**src/rtl/tt_sweep_pkg.sv**
```systemverilog
// Shared types and helpers for the truth-table sweeper.
// Holds the FSM state encoding and the hold-counter width function.
package tt_sweep_pkg;

   typedef enum logic [1:0] {
      IDLE   = 2'd0,
      SETTLE = 2'd1,
      FINISH = 2'd2
   } sweepState_e;

   // A one-cycle hold still needs a one-bit counter.
   function automatic int holdCntWidth(input int hold);
      return (hold <= 2) ? 1 : $clog2(hold);
   endfunction

endpackage

```
**src/rtl/tt_hold_timer.sv**
```systemverilog
// Hold timer: counts cycles a vector has been applied.
// The terminal-count flag marks the sampling cycle.
module tt_hold_timer #(
   parameter int HOLD = 10
) (
   input  logic i_clk,
   input  logic i_rst_n,
   input  logic i_clear,
   input  logic i_enable,
   output logic o_tc
);
   import tt_sweep_pkg::*;

   localparam int CW = holdCntWidth(HOLD);
   localparam logic [CW-1:0] LAST = CW'(HOLD - 1);

   logic [CW-1:0] cnt_q;
   logic [CW-1:0] cnt_d;

   // Clear has priority so a sampling cycle restarts the count at zero.
   always_comb begin
      cnt_d = cnt_q;
      if (i_clear) begin
         cnt_d = '0;
      end else if (i_enable) begin
         cnt_d = cnt_q + CW'(1);
      end
   end

   always_ff @(posedge i_clk) begin
      if (!i_rst_n) begin
         cnt_q <= '0;
      end else begin
         cnt_q <= cnt_d;
      end
   end

   assign o_tc = i_enable && (cnt_q == LAST);

endmodule

```
**src/rtl/tt_sweep.sv**
```systemverilog
// Truth-table sweeper: walks every input vector, samples the DUT response
// after a hold time and compares it against an expected table.
module tt_sweep #(
   parameter int N_IN = 3,
   parameter int HOLD = 10,
   parameter logic [2**N_IN-1:0] EXPECTED = 8'b1001_0110
) (
   input  logic                i_clk,
   input  logic                i_rst_n,
   input  logic                i_start,
   input  logic                i_abort,
   input  logic                i_y,
   output logic [N_IN-1:0]     o_vec,
   output logic                o_busy,
   output logic                o_done,
   output logic [2**N_IN-1:0]  o_result,
   output logic [N_IN:0]       o_err_cnt,
   output logic                o_pass,
   output logic [N_IN-1:0]     o_first_err
);
   import tt_sweep_pkg::*;

   localparam logic [N_IN-1:0] LAST_VEC = '1;

   sweepState_e         state_q;
   logic [N_IN-1:0]     vec_q;
   logic                busy_q;
   logic                done_q;
   logic [2**N_IN-1:0]  result_q;
   logic [N_IN:0]       errCnt_q;
   logic [N_IN:0]       errCnt_d;
   logic                pass_q;
   logic [N_IN-1:0]     firstErr_q;

   logic sampleTc;
   logic timerClear;
   logic timerEnable;
   logic mismatch;

   assign timerEnable = (state_q == SETTLE);
   assign timerClear  = (state_q != SETTLE) || i_abort || sampleTc;

   tt_hold_timer #(
      .HOLD (HOLD)
   ) u_timer (
      .i_clk    (i_clk),
      .i_rst_n  (i_rst_n),
      .i_clear  (timerClear),
      .i_enable (timerEnable),
      .o_tc     (sampleTc)
   );

   assign mismatch = (i_y != EXPECTED[vec_q]);
   assign errCnt_d = mismatch ? (errCnt_q + (N_IN+1)'(1)) : errCnt_q;

   // Abort beats both a start in IDLE and a sample in SETTLE.
   always_ff @(posedge i_clk) begin
      if (!i_rst_n) begin
         state_q    <= IDLE;
         vec_q      <= '0;
         busy_q     <= 1'b0;
         done_q     <= 1'b0;
         result_q   <= '0;
         errCnt_q   <= '0;
         pass_q     <= 1'b0;
         firstErr_q <= '0;
      end else begin
         case (state_q)
            IDLE: begin
               done_q <= 1'b0;
               if (i_start && !i_abort) begin
                  state_q    <= SETTLE;
                  busy_q     <= 1'b1;
                  vec_q      <= '0;
                  result_q   <= '0;
                  errCnt_q   <= '0;
                  pass_q     <= 1'b0;
                  firstErr_q <= '0;
               end
            end
            SETTLE: begin
               if (i_abort) begin
                  state_q <= IDLE;
                  busy_q  <= 1'b0;
                  pass_q  <= 1'b0;
                  vec_q   <= '0;
               end else if (sampleTc) begin
                  result_q[vec_q] <= i_y;
                  errCnt_q        <= errCnt_d;
                  if (mismatch && (errCnt_q == '0)) begin
                     firstErr_q <= vec_q;
                  end
                  if (vec_q == LAST_VEC) begin
                     state_q <= FINISH;
                     busy_q  <= 1'b0;
                     done_q  <= 1'b1;
                     pass_q  <= (errCnt_d == '0);
                  end else begin
                     vec_q <= vec_q + N_IN'(1);
                  end
               end
            end
            FINISH: begin
               state_q <= IDLE;
               done_q  <= 1'b0;
               if (i_abort) begin
                  pass_q <= 1'b0;
                  vec_q  <= '0;
               end
            end
            default: begin
               state_q <= IDLE;
               busy_q  <= 1'b0;
               done_q  <= 1'b0;
            end
         endcase
      end
   end

   assign o_vec       = vec_q;
   assign o_busy      = busy_q;
   assign o_done      = done_q;
   assign o_result    = result_q;
   assign o_err_cnt   = errCnt_q;
   assign o_pass      = pass_q;
   assign o_first_err = firstErr_q;

endmodule

```
**config.mk**
```make
export PLATFORM = sky130hd
export DESIGN_NAME = tt_sweep
export DESIGN_NICKNAME = d
export VERILOG_FILES = /design/src/rtl/tt_sweep_pkg.sv /design/src/rtl/tt_hold_timer.sv /design/src/rtl/tt_sweep.sv
export SDC_FILE = /design/constraint.sdc
export NUM_CORES = 1
export LEC_CHECK = 0
export CAP_MARGIN = 20
export CORE_UTILIZATION = 50
export CTS_CLUSTER_SIZE = 28
export DETAILED_ROUTE_END_ITERATION = 10
export PLACE_DENSITY = 0.76
export SLEW_MARGIN = 20
export SYNTH_ARGS = -nofsm -noshare
export SYNTH_HDL_FRONTEND = slang
export SYNTH_SLANG_ARGS = --single-unit
```
**constraint.sdc**
```tcl
create_clock -name i_clk -period 3.5 [get_ports i_clk]
set_input_delay 0.35 -clock i_clk [delete_from_list [all_inputs] [get_ports i_clk]]
set_output_delay 0.35 -clock i_clk [all_outputs]
set_load 0.005 [all_outputs]
```
Yosys cells after proc, flatten, opt, wreduce, memory -nomap -nowiden
Memories as Yosys holds them, arrays and structs flattened. A register that Yosys moved wholly into a read port is not among the register bits.
Cells that the tools add are included.
{"block": "totals", "reg_bits": 27, "rom_bits": 8, "inputBits": 5, "out_inout_bits": 21, "wordCells": 94, "mem_count": 1}
{"memory": "(no name shown)", "depth": 8, "word_bits": 1, "rd": 1, "rd_clocked_by_memory_dff": 1, "wr": 0, "line_no": "tt_sweep.sv:53", "rtl": "assign mismatch = (i_y != EXPECTED[vec_q]);"}
{"block": "op_classes", "addsub": 3, "magnitude_cmp": 2, "eq_ne": 14, "muxes": 41, "bitwise": 3, "n_reduce_logical": 21}
{"op": "$mux 3", "count": 10}
{"op": "$mux 8", "count": 3}
{"op": "$mux 4", "count": 4}
{"op": "$pmux 8 s2", "count": 1}
{"op": "$reduce_and 5->1", "count": 3}
{"op": "$mux 1", "count": 11}
{"op": "$ne 2x2->1 const B", "count": 5}
{"op": "$ne 3x3->1 const B", "count": 3}
{"op": "$pmux 3 s3", "count": 1}
{"op": "$add 4x1->4 const B", "count": 2}
{"op": "$bwmux 8", "count": 1}
{"op": "$logic_not 4->1", "count": 2}
{"op": "$mux 2", "count": 4}
{"op": "$pmux 4 s2", "count": 1}
{"op": "$reduce_and 4->1", "count": 2}
{"op": "$pmux 1 s3", "count": 2}
{"op": "$pmux 3 s2", "count": 1}
{"op": "$reduce_and 3->1", "count": 2}
{"op": "$eq 4x4->1 const B", "count": 1}
{"op": "$logic_and 1x1->1", "count": 4}
{"op": "$lt 3x4->1 const B", "count": 1}
{"op": "$pmux 2 s2", "count": 1}
{"op": "$add 3x1->3 const B", "count": 1}
{"op": "$demux 1 s3", "count": 1}
{"op": "14 further kinds", "count": 17}

Longest topological paths before layout
Gate-level depths: netlist (run 1).
{"block": "depth", "ltp_word": 9, "mapped_depth": 7, "depth_no_buf": 7}

Hierarchy
Synthesis (run 1) repeated with hierarchy kept, for this count alone.
{"block": "unflattened", "cells_unflattened": 184, "area_unflattened_um2": 1534.0}
{"mod": "tt_sweep", "n_inst": 1, "cells_each": 163, "area_per_inst_um2": 1325.0, "seq_area_each_um2": 480.5}
{"mod": "tt_hold_timer", "n_inst": 1, "cells_each": 21, "area_per_inst_um2": 209.0, "seq_area_each_um2": 80.1}

Worst setup path after synthesis (run 1)
OpenSTA, ideal clock, no wires.
{"block": "synth_path", "path_kind": "flip-flop to flip-flop", "startpoint": "register vec_q[0], in the netlist o_vec[0]", "endpoint": "register with a tool-made name", "setup_ns": 0.072, "arrival_ns": 1.681, "required_ns": 3.428, "setup_slack_ns": 1.747, "stages_incl_launch_ff": 8, "path_buffers": 0, "synth_period_minus_slack_ns": 1.753, "cell_sequence": "dfxtp_1 ha_1 ha_1 nand2b_1 a211o_1 a311oi_4 xor2_1 mux2i_1"}
{"item": "from (decl)", "line_no": "tt_sweep.sv:26", "rtl": "logic [N_IN-1:0] vec_q;"}
{"item": "from (signal assigned)", "line_no": "tt_sweep.sv:99", "rtl": "vec_q <= vec_q + N_IN'(1);"}

==> flow_summary_export.csv, run 1 <==
group,metric,value,unit
status,status,"finished, final reports clean",
global_route,grt_antenna_before_repair,0,
synthesis,synthDistinctLibCells,39,
setup_path,path_delay_family,"flip-flops",
setup_path,reg2regPathDepth,7,
place,place_area,0.001705,mm²
final_layout,antenna_cells,0,
detailed_routing,drc,0,
clock_network,cts_tree,"done",
die,die-area,0.003128,mm²
setup_path,worstPathArrival,2.54,ns
die,ioPinCount,26,
clock_network,cts_buffers,3,
sta,relSlewSlack,52.73,%
final_layout,multi_input_area,829.5,µm²
setup_path,cp_slowest_cell,"dfxtp_1",
clock_network,insertion_delay,0.33,ns
clock_network,clkTransAtPathRegs,0.15,ns
sta,finClkSkew,0.002283,ns
power_and_ir_drop,leakage,0.6221,nW
detailed_routing,final_antenna_net_count,0,
sta,fmax,441.6,MHz
detailed_routing,routed_wl,3.223,mm
synthesis,yosysSeqAreaShare,38.55,%
global_route,grt_use_total,21.98,%
setup_path,r2r_slack,1.24,ns
final_layout,final_nets,206,
detailed_routing,drt_iter0_markers,58,
synthesis,async_flop_share,0,%
synthesis,synth_edf_count,0,
clock_network,ctsHtreeMaxLevel,1,
die,fp-row-count,19,
die,design.core.area,0.002758,mm²
synthesis,syn_area,0.001454,mm²
sta,fin_crit_sh,64.69,%
setup_path,worstPathCellList,"ha_1 > ha_1 > nand2b_1 > a211o_1 > a311oi_4 > xor2_1 > mux2i_1",
setup_path,critPathKind,"register to register",
sta,maxSlewViolCount,0,
final_layout,postLayoutCellArea,0.001758,mm²
die,start_util,52.72,%
setup_path,cp_max_fo,12,
setup_path,end_kind,"register",
detailed_routing,dr.pass1.iters,4,
sta,finalHoldViolations,0,
setup_path,startpoint_type,"register",
final_layout,drive_above_1_share,4.639,%
die,dieWidth,55.93,µm
sta,min_period,2.264,ns
synthesis,synthFlopType,"dfxtp_1",
place,dp_hpwl,2.337,mm
power_and_ir_drop,ir_drop,212.5,µV
clock_network,postCtsSetupBuffers,0,
min_path,min_to,"o_result[4]",
synthesis,synth_cells,173,
setup_path,r2r_start,"o_vec[0]",
clock_network,hold_buffers,0,
power_and_ir_drop,total_power,0.5748,mW
detailed_routing,viasPerCell,5.964,
place,portBuffers,25,
place,gp_congestion,0.8631,
job,maxCapViolations,0,
min_path,hold_path_class,"register to register",
sta,hold-worst-slack,0.4871,ns
synthesis,yosys_warnings,0,
sta,rsz0062_at_grt,"false",
detailed_routing,wl_per_cell,14.32,µm
sta,final-setup-viol-count,0,
global_route,grt_max_degree,21,
synthesis,syn_avg_cell_area,8.404,µm²
min_path,min-delay-start,"o_result[4]",
setup_path,worst-path-buf-inv,0,
setup_path,required,3.78,ns
detailed_routing,num_vias,1342,
sta,tightest_slew,0.7066,ns
setup_path,cp_num_cells,7,
final_layout,seqCellArea,560.5,µm²
sta,tns,0,ns
clock_network,clk_path_buf_depth,2,
global_route,grt_pass1_vias,1203,
clock_network,clock_tree.root_cell,"clkbuf_4",
clock_network,cts_num_sinks,28,
final_layout,synthToLayoutAreaGrowth,20.91,%
die,die_y,55.93,µm
final_layout,fillers,236,
min_path,min_path_cells,2,
clock_network,ctsResizeCount,0,
global_route,overflow,0,
power_and_ir_drop,power.density,327.0,mW/mm²
setup_path,cp_common_cell,"ha_1",
synthesis,ys_ff_latch,28,
synthesis,syn_nets,184,
global_route,grt_pass1_wl,5.492,mm
setup_path,critPathMaxStageDelay,0.64,ns
stage by stage:
step / setup WS [ns] / util (%) / cells
3_5_place_dp: 1.247 / 61.84 / 221
6_report: 1.236 / 63.75 / 225
3_3_place_gp: 1.278 / 61.84 / 221
5_1_grt: 1.023 / 63.75 / 225
4_1_cts: 1.236 / 63.75 / 225
2_1_floorplan: 1.747 / - / 173
power breakdown:
group	internal (mW)	switching, mW
sequential	0.321	0.00226
clock	0.116	0.0991
combinational	0.0141	0.0227
total	0.451	0.124
flip-flops by register name (all words and copies together) (netlist names), named ones only:
register,count
o_result,8
o_err_cnt,4
u_timer.cnt_q,4
o_first_err,3
o_vec,3
state_q,2
o_busy,1
o_done,1
o_pass,1
tightest hold or removal path, stage by stage, from the launching register on:
cell and delay (ns):
dfxtp_1 0.34, o21ai_0 0.07, a21oi_1 0.06
how the worst max path moves through the flow:
stage	from	end	slack (ns)
final	o_vec[0]	register	1.24
after global routing	o_vec[0]	register	1.02
after CTS	o_vec[0]	register	1.24
after detailed placement	i_y	o_first_err[1]	1.25
after global placement	i_abort	register	1.28
after floorplan	o_vec[0]	register	1.75
cell type report:
class,instances,share of cell area [%]
clock buffers,3,1.281
well taps,31,2.206
flip-flops and latches,28,31.89
multi-input cells,130,47.19
inverters,7,1.495
repair buffers,25,14.23
clock inverters,1,1.708
logic make-up after synthesis:
family / Yosys count / share of synthesized area [%]
buffers and inverters: 15 / 4.390
DFF: 28 / 38.55
AOI/OAI and AO/OA: 57 / 24.10
adders and majority gates: 6 / 5.163
muxes: 2 / 1.377
xor gates and xnor gates: 4 / 2.410
and+or+nand+nor: 61 / 24.01
Yosys cell counts, drive strengths merged, types with 4 or more instances:
library cell,n,area share (%)
a21oi,24,8.3
a31oi,4,1.7
clkbuf,7,1.8
dfxtp,28,39
ha,6,5.2
inv,7,1.8
nand2,10,2.6
nand3,6,2.1
nand4,5,2.2
nor2,15,3.9
o21ai,15,5.2
metal layers:
| metal | vias up | track usage, % | wire length (µm) |
|---|---|---|---|
| li1 | 675 | - | - |
| met1 | 629 | 31.32 | 1632 |
| met2 | 33 | 33.91 | 1425 |
| met3 | 5 | 2.558 | 115 |
| met4 | 0 | 9.059 | 50 |
| met5 | - | 0 | 0 |
cell usage in the layout (no fill, tap or decap), drive strengths merged, types with 3 or more instances in the layout:
cell           synthesis  layout
nand3                  6       6
dfxtp                 28      28
clkbuf                 7       3
nand2b                 3       3
ha                     6       6
o21ai                 15      15
a22oi                  3       3
a21oi                 24      24
nor2                  15      15
nor2b                  3       3
inv                    7       7
nand4                  5       5
clkdlybuf4s50          0      25
nand2                 10      10
nand3b                 3       3
a31oi                  4       4
xor2                   3       3
nor3                   3       3
Power figures use the tool's default switching activity.
==> run 2, diff against run 1 <==
Clock period 3.5 ns to 2.1 ns, I/O delays scaled along.
==> run 2 against run 1 <==
Via count increased by 5.3%. Die area unchanged. Final area is 3.8% higher. Critical path depth did not move. Power up 69%. Combinational power rose by 91%. Setup slack worse by 1.0 ns.
==> flow_summary_export.csv, run 2 (same netlist as run 1, synthesis figures left out) <==
group,metric,value,unit
sta,finClkSkew,0.009742,ns
final_layout,fillers,239,
clock_network,hold_buffers,0,
power_and_ir_drop,leakage,0.6684,nW
global_route,overflow,0,
place,portBuffers,25,
die,design.core.area,0.002758,mm²
detailed_routing,wl_per_cell,15.39,µm
sta,fin_ws,0.1944,ns
setup_path,cp_num_cells,7,
clock_network,insertion_delay,0.34,ns
setup_path,r2r_start,"o_vec[0]",
global_route,grt_max_degree,20,
global_route,grt_pass1_vias,1365,
final_layout,final_common_cell,"dfxtp_1",
final_layout,final_util,66.20,%
detailed_routing,drc,0,
clock_network,clock_tree.root_cell,"clkbuf_4",
die,start_util,52.72,%
clock_network,cts_tree,"done",
clock_network,clkTransAtPathRegs,0.16,ns
sta,rsz0062_at_grt,"false",
setup_path,required,2.39,ns
sta,fin_crit_sh,90.75,%
min_path,min_path_cells,1,
global_route,grt_pass1_wl,6.085,mm
setup_path,worst-path-buf-inv,0,
setup_path,startpoint_type,"register",
clock_network,ctsHtreeMaxLevel,1,
job,maxCapViolations,0,
setup_path,cp_max_fo,5,
sta,tns,0,ns
final_layout,fin_cells,234,
clock_network,clk_path_buf_depth,2,
detailed_routing,dr.pass1.iters,4,
die,ioPinCount,26,
status,status,"finished, final reports clean",
setup_path,r2r_slack,0.19,ns
clock_network,postCtsSetupBuffers,0,
final_layout,largest_reg_flops,8,
detailed_routing,drt_iter0_markers,48,
place,place_ws,0.02726,ns
setup_path,worstPathCellList,"ha_1 > ha_1 > nand2b_1 > a211o_1 > a311oi_4 > xor2_1 > mux2i_1",
clock_network,cts_buffers,3,
min_path,hold_path_class,"register to register",
setup_path,worstPathArrival,2.19,ns
detailed_routing,routed_wl,3.602,mm
setup_path,end_kind,"register",
detailed_routing,num_vias,1413,
setup_path,path_delay_family,"compound AO/OA/AOI/OAI gates",
final_layout,synthToLayoutAreaGrowth,25.56,%
final_layout,final_nets,215,
final_layout,drive_above_1_share,8.867,%
die,dieWidth,55.93,µm
die,die-area,0.003128,mm²
place,gp_congestion,0.8359,
detailed_routing,final_antenna_net_count,0,
final_layout,antenna_cells,0,
setup_path,reg2regPathDepth,7,
setup_path,critPathMaxStageDelay,0.39,ns
die,fp-row-count,19,
setup_path,cp_common_cell,"ha_1",
min_path,min_to,"u_timer.cnt_q[0]",
power_and_ir_drop,power.density,532.9,mW/mm²
place,placedCellCount,230,
global_route,grt_use_total,24.58,%
sta,relSlewSlack,67.28,%
sta,min_period,1.906,ns
die,die_y,55.93,µm
setup_path,critPathKind,"register to register",
power_and_ir_drop,ir_drop,551.0,µV
sta,finalHoldViolations,0,
clock_network,ctsResizeCount,0,
sta,hold-worst-slack,0.4845,ns
final_layout,final_cell_mix,"dfxtp_1, clkdlybuf4s50_1, a21oi_1",
detailed_routing,viasPerCell,6.038,
min_path,min-delay-start,"u_timer.cnt_q[0]",
clock_network,cts_num_sinks,28,
global_route,grt_antenna_before_repair,0,
sta,maxSlewViolCount,0,
sta,fmax,524.8,MHz
sta,final-setup-viol-count,0,
setup_path,cp_slowest_cell,"dfxtp_1",
sta,tightest_slew,0.4871,ns
place,dp_hpwl,2.647,mm
==> run 2: cell count changes in the layout (fill, tap and decap cells not counted) <==
cell | before | now
buf_4 | 0 | 9
==> run 2: power by group <==
group / internal [mW] / switching (mW)
registers: 0.535 / 0.00402
logic: 0.0290 / 0.0414
clock network: 0.193 / 0.171
==> run 2: worst max-delay path by stage <==
stage                   from       end  slack, ns
detailed placement   i_abort  register       0.03
global route        o_vec[0]  register       0.04
global placement     i_abort  register       0.09
CTS                 o_vec[0]  register       0.18
floorplan           o_vec[0]  register       0.35
finish              o_vec[0]  register       0.19
==> run 2: per-layer routing <==
metal	wire length (µm)	vias to the layer above	GRT usage, %	share of wire, %
met5	0	-	0	0
met4	109	0	11.15	3.0
met2	1703	47	42.00	47
met3	132	13	2.558	3.7
li1	-	691	-	-
met1	1657	662	31.32	46
==> run 2: cell type report <==
class / count / area [µm²] / area share (%)
Clock inverter: 1 / 30.03 / 1.645
Tap cell: 31 / 38.79 / 2.125
Inverter: 7 / 26.28 / 1.439
Multi-Input combinational cell: 130 / 829.5 / 45.44
Sequential cell: 28 / 560.5 / 30.71
Timing Repair Buffer: 34 / 317.8 / 17.41
Clock buffer: 3 / 22.52 / 1.234
==> run 2: through the flow <==
stage | cell area, µm² | power, mW
5_1_grt | 1826 | 0.9982
4_1_cts | 1826 | 0.9724
2_1_floorplan | 1454 | 0.5895
3_3_place_gp | 1773 | 0.6163
3_5_place_dp | 1773 | 0.6192
6_report | 1826 | 0.9728
==> run 2: worst reg2reg max path, stage by stage (launching register included) <==
cell and delay (ns):
dfxtp_1 0.39, ha_1 0.16, ha_1 0.23, nand2b_1 0.07, a211o_1 0.32, a311oi_4 0.30, xor2_1 0.20, mux2i_1 0.19
==> RTL edit (config.mk and constraints of run 1) <==
The parameter `N_IN` goes from 3 to 5.
--- a/src/rtl/tt_sweep.sv
+++ b/src/rtl/tt_sweep.sv
@@ -1,7 +1,7 @@
 // Truth-table sweeper: walks every input vector, samples the DUT response
 // after a hold time and compares it against an expected table.
 module tt_sweep #(
-   parameter int N_IN = 3,
+   parameter int N_IN = 5,
    parameter int HOLD = 10,
    parameter logic [2**N_IN-1:0] EXPECTED = 8'b1001_0110
 ) (
Ports: changed (resized o_err_cnt, o_first_err, o_result and o_vec); port bits go from 26 to 56. The function was not compared with the original's and may differ.
==> RTL edit against run 1 <==
Synthesized cell count increased by 120%; sequential power increased by 110%; synthesized area increased by 110%; sequential cell count increased by 30; worst setup slack got worse by 0.43 ns; count of clock-buffer cells in the layout increased by 8; power increased by 140%; routed wire length increased by 130%; cell area increased by 110%; largest cell class unchanged.
==> RTL edit: results (changes against run 1) <==
[logic_synthesis]
synth_fa_ha_area_share_pct=3.74  ; -1.4 points
post_synth_main_area_contributors=dfxtp_1, a21boi_0, a21oi_1
portion_of_the_post_synthesis_area_used_by_sequential_elements_pct=38.6  ; +0.048 points
synth_cell_type_count=52  ; +33%
post_synth_xor_area_fraction_pct=2.04  ; -0.37 points
synth_commonest_cells=dfxtp_1, nand2_1, a21oi_1, o21ai_0, a21boi_0
synth.net_count=387  ; +110%
muxShareOfSynthArea_pct=0.333  ; -1.0 points
synth_compound_area_share_pct=28.2  ; +4.1 points
synth_cells=373  ; +120%

[sta]
tightestPinTransition_ns=0.766  ; +0.0592 ns
clock-skew-final_ns=0.00752  ; +0.00524 ns

[power]
total_leakage_power_nw=1.32  ; +110%
ir_drop_mv=0.232  ; +9.4%

[placement]
dp_cells=474  ; +110%
port_buf_inserts=55  ; +120%
dp_hpwl_um=5000  ; +110%
globalplace.congestion=0.873  ; +1.2%

[grt]
grt_first_pass_wirelength_um=12300  ; +120%
largest_net_degree_at_the_start_of_global_routing=37  ; +76%
grt_pass1_vias=2601  ; +120%
groute.usage.overall_pct=25.5  ; +3.5 points

[clock_tree]
clock_tree.root_cell=clkbuf_8
numCtsBuffers=9  ; +6
cts_htree_levels=3  ; +2
worst_setup_hold_path_clk_slew_ns=0.06  ; -0.09 ns

[critical_path]
setup_slack_of_the_worst_register_to_register_path_ns=0.80  ; -0.43 ns
cp_data_arrival_time_ns=2.95  ; +0.41 ns
start_point_of_the_critical_path=o_vec[0]
cp_slowest_cell=or4b_2
cp_top_family=simple AND/OR/NAND/NOR gates
timing.critical_path.fanout_max=10  ; -2
cpPeakStageDelay_ns=0.65

[min_path]
timing.hold.worst.start=o_pass

[final_layout]
design.final.nets=427  ; +110%
final_layout_size_suffix_gt1_share_pct=6.49  ; +1.9 points
largest_register_ffs=32  ; +24

[drt]
drtIter0Drc=220  ; +280%
vias_per_cell=5.80  ; -2.8%
routed_wire_length_per_instance_um=15.3  ; +6.8%
vias=2828  ; +110%

[run_status]
status=completed

==> RTL edit: through the flow <==
stage	worst slack [ns]	hold slack, ns
6_report	0.803	0.455
5_1_grt	0.619	0.492
4_1_cts	0.813	0.458
3_5_place_dp	0.813	0.449
3_3_place_gp	0.873	0.449
2_1_floorplan	1.08	0.434
==> RTL edit: power by group <==
| part | total [W] | switching, W | leakage [nW] | internal, W |
|---|---|---|---|---|
| registers | 0.000664 | 0.00000221 | 0.467 | 0.000662 |
| logic | 0.0000775 | 0.0000460 | 0.749 | 0.0000315 |
| clock network | 0.000615 | 0.000258 | 0.101 | 0.000357 |
| total | 0.00136 | 0.000306 | 1.32 | 0.00105 |
==> RTL edit: logic make-up after synthesis <==
family,Yosys count
compound gates,135
simple gates,125
xor+xnor,7
mux,1
buf+inv,38
fa+ha+maj,9
flops,58
==> RTL edit: area by class of cell <==
cell class	count	area, µm²
Timing Repair Buffer	59	581
Fill cell	499	1890
Multi-Input combinational cell	277	1700
Clock inverter	3	40.0
Inverter	8	30.0
Tap cell	72	90.1
Clock buffer	11	151
Sequential cell	58	1160
==> RTL edit: path summary, 6_finish.rpt <==
kind                                   to  cells past startpoint
worst max-delay path            flip-flop                      9
worst min-delay path               o_pass                      2
worst max register to register  flip-flop                      9
worst min register to register     o_pass                      2
==> RTL edit: worst min-delay path: stages, from the launching register on <==
cell and delay [ns]:
dfxtp_1 0.31, nand2_1 0.05, mux2i_1 0.05
==> RTL edit: routing by layer <==
layer / up-vias / track usage [%] / part of all wire [%]
met5: - / 0 / 0
met4: 0 / 9.64 / 1.4
met3: 10 / 5.37 / 6.3
met2: 84 / 40.2 / 46
met1: 1335 / 34.0 / 47
li1: 1399 / - / -
